**src/rtl/idu_pipe.sv**
```systemverilog
// RV32I/RV32E decode stage: valid/ready in, registered instruction bundle out,
// per-register scoreboard for RAW/WAW stalls, flush on redirect and EBREAK halt FSM.
module idu_pipe #(
  parameter int ADDR_WIDTH     = 32,
  parameter int DATA_WIDTH     = 32,
  parameter int REG_ADDR_WIDTH = 5,
  parameter int CNT_WIDTH      = 16
) (
  input  logic                      clk,
  input  logic                      rst,
  input  logic                      in_valid_i,
  output logic                      in_ready_o,
  input  logic [31:0]               instr_i,
  input  logic [ADDR_WIDTH-1:0]     pc_i,
  input  logic                      flush_i,
  input  logic                      wb_en_i,
  input  logic [REG_ADDR_WIDTH-1:0] wb_rd_i,
  output logic                      out_valid_o,
  input  logic                      out_ready_i,
  output logic [ADDR_WIDTH-1:0]     out_pc_o,
  output logic [REG_ADDR_WIDTH-1:0] out_rs1_o,
  output logic [REG_ADDR_WIDTH-1:0] out_rs2_o,
  output logic [REG_ADDR_WIDTH-1:0] out_rd_o,
  output logic [DATA_WIDTH-1:0]     out_imm_o,
  output logic [3:0]                out_itype_o,
  output logic [3:0]                out_aluop_o,
  output logic                      out_use_rs1_o,
  output logic                      out_use_rs2_o,
  output logic                      out_use_imm_o,
  output logic                      out_use_pc_o,
  output logic                      out_use_rd_o,
  output logic                      out_invld_o,
  output logic                      halt_o,
  output logic [CNT_WIDTH-1:0]      stall_cnt_o
);

  localparam int NREG = 1 << REG_ADDR_WIDTH;

  typedef enum logic [3:0] {
    IT_INVLD   = 4'd0,
    IT_R       = 4'd1,
    IT_I_COMPU = 4'd2,
    IT_I_SHIFT = 4'd3,
    IT_LOAD    = 4'd4,
    IT_STORE   = 4'd5,
    IT_BRANCH  = 4'd6,
    IT_JAL     = 4'd7,
    IT_JALR    = 4'd8,
    IT_LUI     = 4'd9,
    IT_AUIPC   = 4'd10,
    IT_ECALL   = 4'd11,
    IT_EBREAK  = 4'd12
  } itype_e;

  typedef enum logic [1:0] {ST_RUN, ST_HPEND, ST_HALT} state_e;

  // Operand-use flags ordered {rs1, rs2, imm, pc, rd}.
  function automatic logic [4:0] use_of(input itype_e t);
    case (t)
      IT_R:                            return 5'b11001;
      IT_I_COMPU, IT_I_SHIFT, IT_LOAD: return 5'b10101;
      IT_STORE:                        return 5'b11100;
      IT_BRANCH:                       return 5'b11110;
      IT_JAL:                          return 5'b00111;
      IT_JALR:                         return 5'b10111;
      IT_LUI:                          return 5'b00101;
      IT_AUIPC:                        return 5'b00111;
      default:                         return 5'b00000;
    endcase
  endfunction

  function automatic logic reg_fits(input logic [4:0] f);
    return (f >> REG_ADDR_WIDTH) == 5'd0;
  endfunction

  logic [6:0] opcode, func7;
  logic [2:0] func3;
  logic [4:0] rs1_f, rs2_f, rd_f;

  assign opcode = instr_i[6:0];
  assign rd_f   = instr_i[11:7];
  assign func3  = instr_i[14:12];
  assign rs1_f  = instr_i[19:15];
  assign rs2_f  = instr_i[24:20];
  assign func7  = instr_i[31:25];

  logic [REG_ADDR_WIDTH-1:0] rs1_idx, rs2_idx, rd_idx;
  assign rs1_idx = rs1_f[REG_ADDR_WIDTH-1:0];
  assign rs2_idx = rs2_f[REG_ADDR_WIDTH-1:0];
  assign rd_idx  = rd_f[REG_ADDR_WIDTH-1:0];

  itype_e          cand, d_itype;
  logic [4:0]      cand_use, d_use;
  logic            regs_ok;
  logic [31:0]     imm32;
  logic [3:0]      d_aluop;

  // NOTE: every combinational output gets a default before the case so no latch is inferred.
  always_comb begin
    cand = IT_INVLD;
    case (opcode)
      7'h33: if (func7 == 7'h00 || (func7 == 7'h20 && (func3 == 3'd0 || func3 == 3'd5)))
               cand = IT_R;
      7'h13: begin
        if (func3 == 3'd1) begin
          if (func7 == 7'h00) cand = IT_I_SHIFT;
        end else if (func3 == 3'd5) begin
          if (func7 == 7'h00 || func7 == 7'h20) cand = IT_I_SHIFT;
        end else begin
          cand = IT_I_COMPU;
        end
      end
      7'h03: if (func3 inside {3'd0, 3'd1, 3'd2, 3'd4, 3'd5}) cand = IT_LOAD;
      7'h23: if (func3 inside {3'd0, 3'd1, 3'd2}) cand = IT_STORE;
      7'h63: if (!(func3 inside {3'd2, 3'd3})) cand = IT_BRANCH;
      7'h6f: cand = IT_JAL;
      7'h67: if (func3 == 3'd0) cand = IT_JALR;
      7'h37: cand = IT_LUI;
      7'h17: cand = IT_AUIPC;
      7'h73: begin
        if (instr_i == 32'h0000_0073)      cand = IT_ECALL;
        else if (instr_i == 32'h0010_0073) cand = IT_EBREAK;
      end
      default: ;
    endcase
  end

  // A register field that does not fit the register file (RV32E) makes the encoding illegal.
  assign cand_use = use_of(cand);
  assign regs_ok  = (~cand_use[4] | reg_fits(rs1_f)) &
                    (~cand_use[3] | reg_fits(rs2_f)) &
                    (~cand_use[0] | reg_fits(rd_f));
  assign d_itype  = regs_ok ? cand : IT_INVLD;

  always_comb begin
    d_use    = use_of(d_itype);
    d_use[0] = d_use[0] & (rd_f != 5'd0);
  end

  always_comb begin
    imm32 = 32'd0;
    case (d_itype)
      IT_I_COMPU, IT_LOAD, IT_JALR: imm32 = {{20{instr_i[31]}}, instr_i[31:20]};
      IT_I_SHIFT: imm32 = {27'd0, instr_i[24:20]};
      IT_STORE:   imm32 = {{20{instr_i[31]}}, instr_i[31:25], instr_i[11:7]};
      IT_BRANCH:  imm32 = {{19{instr_i[31]}}, instr_i[31], instr_i[7], instr_i[30:25],
                           instr_i[11:8], 1'b0};
      IT_LUI, IT_AUIPC: imm32 = {instr_i[31:12], 12'd0};
      IT_JAL:     imm32 = {{11{instr_i[31]}}, instr_i[31], instr_i[19:12], instr_i[20],
                           instr_i[30:21], 1'b0};
      default:    imm32 = 32'd0;
    endcase
  end

  always_comb begin
    d_aluop = 4'd0;
    case (d_itype)
      IT_R, IT_I_SHIFT:      d_aluop = {instr_i[30], func3};
      IT_I_COMPU, IT_BRANCH: d_aluop = {1'b0, func3};
      default:               d_aluop = 4'd0;
    endcase
  end

  state_e          state_q;
  logic            valid_q;
  logic [NREG-1:0] pend_q, pend_d;
  logic            hazard, accept, take;

  assign hazard = (d_use[4] & pend_q[rs1_idx]) |
                  (d_use[3] & pend_q[rs2_idx]) |
                  (d_use[0] & pend_q[rd_idx]);

  assign in_ready_o  = (state_q == ST_RUN) & ~flush_i & ~hazard & (~valid_q | out_ready_i);
  assign out_valid_o = valid_q & ~flush_i;
  assign accept      = in_valid_i & in_ready_o;
  assign take        = valid_q & out_ready_i & ~flush_i;

  // Clears are applied first so a same-cycle set of the same register wins.
  always_comb begin
    pend_d = pend_q;
    if (wb_en_i) pend_d[wb_rd_i] = 1'b0;
    if (flush_i && valid_q && out_use_rd_o) pend_d[out_rd_o] = 1'b0;
    if (accept && d_use[0]) pend_d[rd_idx] = 1'b1;
    pend_d[0] = 1'b0;
  end

  // Register indices are passed through raw; the use flags say which ones matter.
  // NOTE: sequential state uses non-blocking assignments so all flops update from pre-edge values.
  always_ff @(posedge clk or posedge rst) begin
    if (rst) begin
      // NOTE: the pending bits are plain flops and are reset, so no stale hazard survives reset.
      valid_q       <= 1'b0;
      pend_q        <= '0;
      out_pc_o      <= '0;
      out_rs1_o     <= '0;
      out_rs2_o     <= '0;
      out_rd_o      <= '0;
      out_imm_o     <= '0;
      out_itype_o   <= IT_INVLD;
      out_aluop_o   <= '0;
      out_use_rs1_o <= 1'b0;
      out_use_rs2_o <= 1'b0;
      out_use_imm_o <= 1'b0;
      out_use_pc_o  <= 1'b0;
      out_use_rd_o  <= 1'b0;
      out_invld_o   <= 1'b0;
    end else begin
      pend_q <= pend_d;
      if (flush_i)     valid_q <= 1'b0;
      else if (accept) valid_q <= 1'b1;
      else if (take)   valid_q <= 1'b0;
      if (accept) begin
        out_pc_o      <= pc_i;
        out_rs1_o     <= rs1_idx;
        out_rs2_o     <= rs2_idx;
        out_rd_o      <= rd_idx;
        out_imm_o     <= DATA_WIDTH'($signed(imm32));
        out_itype_o   <= d_itype;
        out_aluop_o   <= d_aluop;
        out_use_rs1_o <= d_use[4];
        out_use_rs2_o <= d_use[3];
        out_use_imm_o <= d_use[2];
        out_use_pc_o  <= d_use[1];
        out_use_rd_o  <= d_use[0];
        out_invld_o   <= (d_itype == IT_INVLD);
      end
    end
  end

  always_ff @(posedge clk or posedge rst) begin
    if (rst) begin
      state_q     <= ST_RUN;
      halt_o      <= 1'b0;
      stall_cnt_o <= '0;
    end else begin
      case (state_q)
        ST_RUN:   if (accept && d_itype == IT_EBREAK) state_q <= ST_HPEND;
        ST_HPEND: begin
          if (flush_i) begin
            state_q <= ST_RUN;
          end else if (take) begin
            state_q <= ST_HALT;
            halt_o  <= 1'b1;
          end
        end
        default: ;
      endcase
      if (in_valid_i && !in_ready_o && state_q == ST_RUN && stall_cnt_o != '1)
        stall_cnt_o <= stall_cnt_o + 1'b1;
    end
  end

endmodule

```
**config.mk**
```make
export PLATFORM = sky130hd
export DESIGN_NAME = idu_pipe
export DESIGN_NICKNAME = d
export VERILOG_FILES = /design/src/rtl/idu_pipe.sv
export SDC_FILE = /design/constraint.sdc
export NUM_CORES = 1
export LEC_CHECK = 0
export BUFFER_PORTS_ARGS = -buffer_cell sky130_fd_sc_hd__buf_4
export CORE_UTILIZATION = 58
export CTS_CLUSTER_DIAMETER = 40
export DETAILED_ROUTE_END_ITERATION = 16
export PLACE_DENSITY = 0.87
export SLEW_MARGIN = 20
export SYNTH_ARGS = -nofsm -noshare
export SYNTH_HDL_FRONTEND = slang
export SYNTH_SLANG_ARGS = --single-unit
```
**constraint.sdc**
```tcl
create_clock -name clk -period 6.25 [get_ports clk]
set_input_delay 0.625 -clock clk [delete_from_list [all_inputs] [get_ports clk]]
set_output_delay 0.625 -clock clk [all_outputs]
set_load 0.05 [all_outputs]
```
==> results.txt, run 1 <==
via count -> 6865
initial antenna violation count -> 0
Clk Latency, worst-skew pair -> 0.42 ns
CP delay by family, top -> simple AND/OR/NAND/NOR gates
worst path bufs/invs -> 2
layout cell share with drive strength beyond 1 -> 0.363
DR pass1 iterations -> 5
Pleak -> 4.30 nW
EDFF count, synth -> 0
CTS tree -> done
number of placed I/O pins -> 187
clock skew -> 0.00933 ns
CTS max path bufs -> 2
post-route clock period utilization -> 0.749
Root Driver -> clkbuf_16
postcts setup bufs -> 0
pin count of the biggest net entering global routing -> 93
layout net count -> 938
post_cts resized -> 0
Clk pin slew, worst setup/hold paths -> 0.06 ns
GRT overflow -> 0
max-slew violation count -> 0
cts hold-fix bufs -> 0
vias in the first global route -> 6748
drt drc -> 0
slew margin rel. -> 0.403
core area -> 12700 sq um
Ys Warns -> 0
ys async rst share -> 1.00
syn_area_per_cell -> 10.8 sq um
die area -> 13500 sq um
Netlist Area Pre-Place -> 7560 sq um
synth unique cells -> 64
largest stage delay on the critical path -> 0.67 ns
vias per cell -> 6.57
Area Overhead vs Synth -> 27.2%
RSZ-0062 raised after global routing -> no
Top FF cell, synth -> dfrtp_1
f_max -> 0.214 GHz
Final HPWL DP -> 15600 um
status -> complete, no violations
Seq/Total Area, Yosys -> 0.477
DRT Wirelength -> 22600 um
Worst setup EP type -> flip-flop
ANT cells -> 0
CTS buffer count -> 17
Power Dens Cells -> 308 nW/um^2
setup_tns -> 0 ns
Antenna Nets Post-Route -> 0
arrival time worst endpoint -> 4.97 ns
H-Tree Depth -> 4
crit-path max FO -> 92
Port Buffers -> 186
Yosys reg bits -> 144
Starting Density -> 0.597
Worst-Margin Slew -> 0.895 ns
Setup CP Type -> input port to flip-flop
count of final setup violators -> 0
Startpoint Class -> input port
Die X -> 116 um
CTS sink cnt -> 144
Post-Syn Nets -> 777
row cnt -> 41
CP Cell Sequence -> buf_4 > nor4_1 > nand3_1 > or3_1 > o211a_1 > o21ai_0 > ha_1 > a21o_1 > o221a_2 > a2bb2oi_2 > nand3_4 > buf_12 > mux2_1
Tightest Hold Check Type -> input port to asynchronous set/reset pin
CP max-delay cell -> nand3_4
Synth Instances -> 700
Die Y-Extent -> 116 um
Crit path required time -> 6.54 ns
Hold Fails Final Rpt -> 0
routed length per placed instance -> 21.6 um
fin crit period -> 4.68 ns
peak supply drop -> 0.280 mV
All-Layer GR Usage -> 0.345
Maximum Capacitance Violations -> 0
placer congestion estimate -> 0.898
first-pass GRT wire length -> 35000 um
worst hold margin -> 0.351 ns
DRT iter0 DRCs -> 767
## Yosys cell counts (6+ instances only)
cell,instances,area share
nor2_1,26,0.013
o41ai_1,32,0.037
xor2_1,12,0.014
nand3_1,16,0.011
mux2_2,51,0.076
nand2b_1,8,0.0066
mux2_1,9,0.013
dfrtp_1,144,0.48
buf_2,13,0.0086
inv_1,11,0.0055
o21ai_0,52,0.034
nand3b_1,15,0.015
o221ai_1,31,0.036
mux2i_1,6,0.0079
nand2_1,81,0.040
nor2b_1,7,0.0058
nor4_1,14,0.012
or3b_2,8,0.0093
a21oi_1,30,0.020
or3_1,6,0.0050
clkbuf_1,23,0.011
mux4_2,17,0.051
## cells by family (layout without fill, tap and decap cells)
logic type,count (synthesis),after routing,share of synthesized area
simple gates,214,214,0.150
compound gates,183,183,0.168
flops,144,144,0.477
mux,83,83,0.148
buf+inv,58,231,0.0354
xor+xnor,16,16,0.0185
fa+ha+maj,2,2,0.00331
## power breakdown
part / switching, mW / internal (mW) / leakage, nW / total, mW
sequential: 0.0895 / 1.02 / 1.87 / 1.11
clock: 0.387 / 0.686 / 0.299 / 1.07
combinational: 0.521 / 0.252 / 2.13 / 0.774
total: 0.997 / 1.96 / 4.30 / 2.96
## final cells by class
| class | count | area (sq um) |
|---|---|---|
| Multi-Input combinational cell | 498 | 3700 |
| Sequential cell | 144 | 3600 |
| Fill cell | 876 | 3060 |
| Timing Repair Buffer | 189 | 1430 |
| Clock buffer | 21 | 460 |
| Tap cell | 172 | 215 |
| Clock inverter | 10 | 159 |
| Inverter | 11 | 46.3 |
## flip-flops by register name, indices dropped and copies added, names as in the netlist, 4 cells and up
signal and flops:
out_imm_o 32, out_rd_o 5, out_pc_o 32, out_rs1_o 5
pend_q 31, out_aluop_o 4, out_rs2_o 5, out_itype_o 4
stall_cnt_o 16
## worst paths after layout
path / start / end / slack (ns) / depth (start not counted)
worst max-delay path: instr_i[25] / out_pc_o[6] / 1.57 / 13
worst min-delay path: rst / out_pc_o[9] / 0.35 / 2
worst max register to register: pend_q[18] / out_pc_o[6] / 2.49 / 7
worst min register to register: out_imm_o[30] / out_imm_o[30] / 0.48 / 2
max in group asynchronous: rst / out_rs1_o[3] / 4.65 / 3
min in group clk: flush_i / valid_q / 0.39 / 2
## routing by layer
layer / part of all wire / vias to the layer above / global-route usage
met5: 0 / - / 0
met4: 0.027 / 0 / 0.155
met3: 0.095 / 62 / 0.0835
met2: 0.48 / 443 / 0.557
met1: 0.39 / 3381 / 0.443
li1: - / 2979 / -
## worst register-to-register path, cell delays in order (launching register included)
cell       delay, ns
dfrtp_1         0.45
mux4_2          0.48
mux4_2          0.47
a211oi_1        0.37
a2bb2oi_2       0.28
nand3_4         0.67
buf_12          0.51
mux2_1          0.41
## stage by stage
stage | cell area [sq um] | std cells | total power, mW | worst slack, ns | utilization
4_1_cts | 9620 | 1045 | 2.96 | 1.62 | 0.759
3_3_place_gp | 9000 | 1014 | 1.87 | 1.36 | 0.710
6_report | 9620 | 1045 | 2.96 | 1.57 | 0.759
5_1_grt | 9620 | 1045 | 3.05 | 1.23 | 0.759
2_1_floorplan | 7560 | 700 | 1.63 | 1.76 | -
3_5_place_dp | 9000 | 1014 | 1.89 | 1.22 | 0.710
## cell usage in the layout, fill, tap and decap left out, drive strengths merged, types with 4 or more instances in the layout
cell type,instances
dfrtp,144
nand3b,15
mux4,17
a22oi,5
mux2,60
o41ai,32
a21oi,30
a31oi,5
nand3,17
o22ai,5
or3,7
xnor2,4
nand2,81
o21ai,52
mux2i,6
or2,7
or3b,8
buf,189
nor2,26
nor4,14
o221ai,31
nor3,10
inv,12
nand2b,8
xor2,12
clkbuf,21
bufinv,4
a211oi,4
nor2b,7
(Power assumes the default switching activity.)
==> run 2, diff against run 1 <==
CORE_UTILIZATION = 49   (was 58)
PLACE_DENSITY = 0.78   (was 0.87)
clock period = 3.8 ns   (was 6.25 ns; I/O delays follow)
==> run 2 against run 1 <==
Compared with the run above: die area is 18% higher; cell area is 1.9% higher; sequential cell count stayed put; wire length is 0.53% lower; global-route usage is 5.7 points lower; clock skew is 0.0013 ns lower; critical path type is now input port to primary output; critical endpoint is now in_ready_o; largest cell class unchanged; highest routed layer unchanged.
==> results.txt, run 2 (synthesis gave the netlist of run 1 again) <==
peak supply drop -> 0.372 mV (+33%)
status -> complete, no violations
Die Y-Extent -> 126 um (+8.6%)
placer congestion estimate -> 0.954 (+6.2%)
row cnt -> 45 (+9.8%)
setup_tns -> 0 ns (unchanged)
Die X -> 126 um (+8.6%)
sw frac -> 0.355 (+0.0180)
post-route clock period utilization -> 0.976
initial antenna violation count -> 0 (unchanged)
clock skew -> 0.00808 ns (-0.00125 ns)
CTS buffer count -> 17 (unchanged)
first-pass GRT wire length -> 35200 um (+0.63%)
Setup CP Type -> input port to primary output
max-slew violation count -> 0 (unchanged)
All-Layer GR Usage -> 0.288 (-0.0569)
DRT iter0 DRCs -> 964 (+26%)
Logic pwr share -> 0.273 (+0.012)
layout cell share with drive strength beyond 1 -> 0.384 (+0.0208)
Port Buffers -> 186 (unchanged)
DRT Wirelength -> 22400 um (-0.53%)
postcts setup bufs -> 0 (unchanged)
FILL cells -> 1235 (+41%)
Reg2Reg Setup Slack -> 0.81 ns (-1.68 ns)
via count -> 6838 (-0.39%)
biggest regs -> out_imm_o: 32 flops, out_pc_o: 32 flops, pend_q: 31 flops
ANT cells -> 0 (unchanged)
Clk pin slew, worst setup/hold paths -> 0.06 ns (about the same)
DR pass1 iterations -> 7 (+2)
CTS max path bufs -> 2 (unchanged)
Tightest Hold Check Type -> input port to asynchronous set/reset pin
Antenna Nets Post-Route -> 0 (unchanged)
slew margin rel. -> 0.538 (+0.134)
design area -> 9800 sq um (+1.9%)
Startpoint Class -> input port
vias in the first global route -> 6644 (-1.5%)
fin crit period -> 3.71 ns
Root Driver -> clkbuf_16
layout net count -> 960 (+2.3%)
routed length per placed instance -> 20.7 um (-4.1%)
Worst-Margin Slew -> 0.692 ns (-0.203 ns)
Area Overhead vs Synth -> 29.6%
Worst setup EP type -> primary output
count of final setup violators -> 0 (unchanged)
Power Dens Cells -> 484 nW/um^2 (+57%)
arrival time worst endpoint -> 3.33 ns (-1.64 ns)
CTS sink cnt -> 144 (unchanged)
number of placed I/O pins -> 187 (unchanged)
Final HPWL DP -> 15800 um (+1.5%)
Pleak -> 4.38 nW (+1.9%)
commonest non-fill, non-tap cell in the layout -> buf_4
core area -> 15100 sq um (+20%)
vias per cell -> 6.31 (-4.0%)
crit-path max FO -> 8 (-91%)
crit path from -> instr_i[14]
Starting Density -> 0.499 (-0.0975)
H-Tree Depth -> 4 (unchanged)
f_max -> 0.270 GHz
Clk pwr share -> 0.344 (-0.018)
R2R depth -> 7 (unchanged)
Hold Fails Final Rpt -> 0 (unchanged)
Clk Latency, worst-skew pair -> 0.43 ns (about the same)
P_int -> 3.06 mW (+56%)
CTS tree -> done
drt drc -> 0 (unchanged)
Reg power frac -> 0.383 (+0.007)
pin count of the biggest net entering global routing -> 77 (-17%)
Crit path required time -> 3.42 ns (-3.12 ns)
FF-to-FF End -> pend_q[21]
Maximum Capacitance Violations -> 0 (unchanged)
dpl cell area -> 9210 sq um (+2.3%)
commonest cells after routing, fill and taps aside -> buf_4 (208), dfrtp_1 (144), nand2_1 (81)
switching pwr -> 1.68 mW (+69%)
die area -> 15900 sq um (+18%)
GRT overflow -> 0 (unchanged)
RSZ-0062 raised after global routing -> no
RR Startpoint -> pend_q[19]
[run 2: worst max path at each step]
stage | to | cells past startpoint
after floorplan | out_itype_o[2] | 14
after global placement | out_rs2_o[4] | 12
after detailed placement | pend_q[13] | 12
after CTS | in_ready_o | 11
after global routing | in_ready_o | 11
final | in_ready_o | 11
[run 2: worst max-delay path, cell delays in order]
cell	delay, ns
buf_4	0.14
nor4b_1	0.44
nand4_1	0.22
or3_4	0.40
o21ai_0	0.27
ha_1	0.32
a21o_1	0.20
o221a_2	0.26
a2bb2oi_2	0.27
and2_2	0.23
buf_4	0.20
[run 2: metal layers]
metal  part of all wire  up-vias  track usage  wire (um)
met2               0.47      433        0.452      10700
met4              0.034        0        0.146        771
met1               0.40     3285        0.369       8880
met3              0.095       82       0.0756       2140
met5                  0        -            0          0
li1                   -     3038            -          -
[run 2: per-stage QoR]
step           power, mW   util  hold slack [ns]  cells  setup slack (ns)
6_report            4.74  0.647           0.0566   1084            0.0927
5_1_grt             4.92  0.647           0.0992   1084           0.00692
4_1_cts             4.76  0.647           0.0750   1084             0.139
3_5_place_dp        3.13  0.608            0.471   1052            -0.171
3_3_place_gp        3.11  0.608            0.462   1052            0.0682
2_1_floorplan       2.68      -            0.443    700             0.185
[run 2: repair_timing]
action | CTS | global route
hold endpoints to repair | 0 | 0
gates cloned | 0 | 0
hold buffers | 0 | 0
endpoints found under the setup margin | 1 | 1
gates resized for setup | 1 | 1
[run 2: final cells by class]
type	count	area, sq um	share of cell area
inverter	11	45.0	0.00460
sequential	144	3600	0.368
clock buffer	19	453	0.0462
tap	188	235	0.0240
multi-input combinational	498	3710	0.379
clock inverter	13	129	0.0132
timing repair buffer	211	1620	0.165
[run 2: power by group through the flow]
stage | Combinational, mW | Clock (mW) | Sequential (mW)
2_1_floorplan | 0.395 | 0 | 2.29
3_3_place_gp | 1.28 | 0 | 1.83
3_5_place_dp | 1.29 | 0 | 1.84
4_1_cts | 1.30 | 1.66 | 1.81
5_1_grt | 1.36 | 1.73 | 1.83
6_report | 1.29 | 1.63 | 1.82
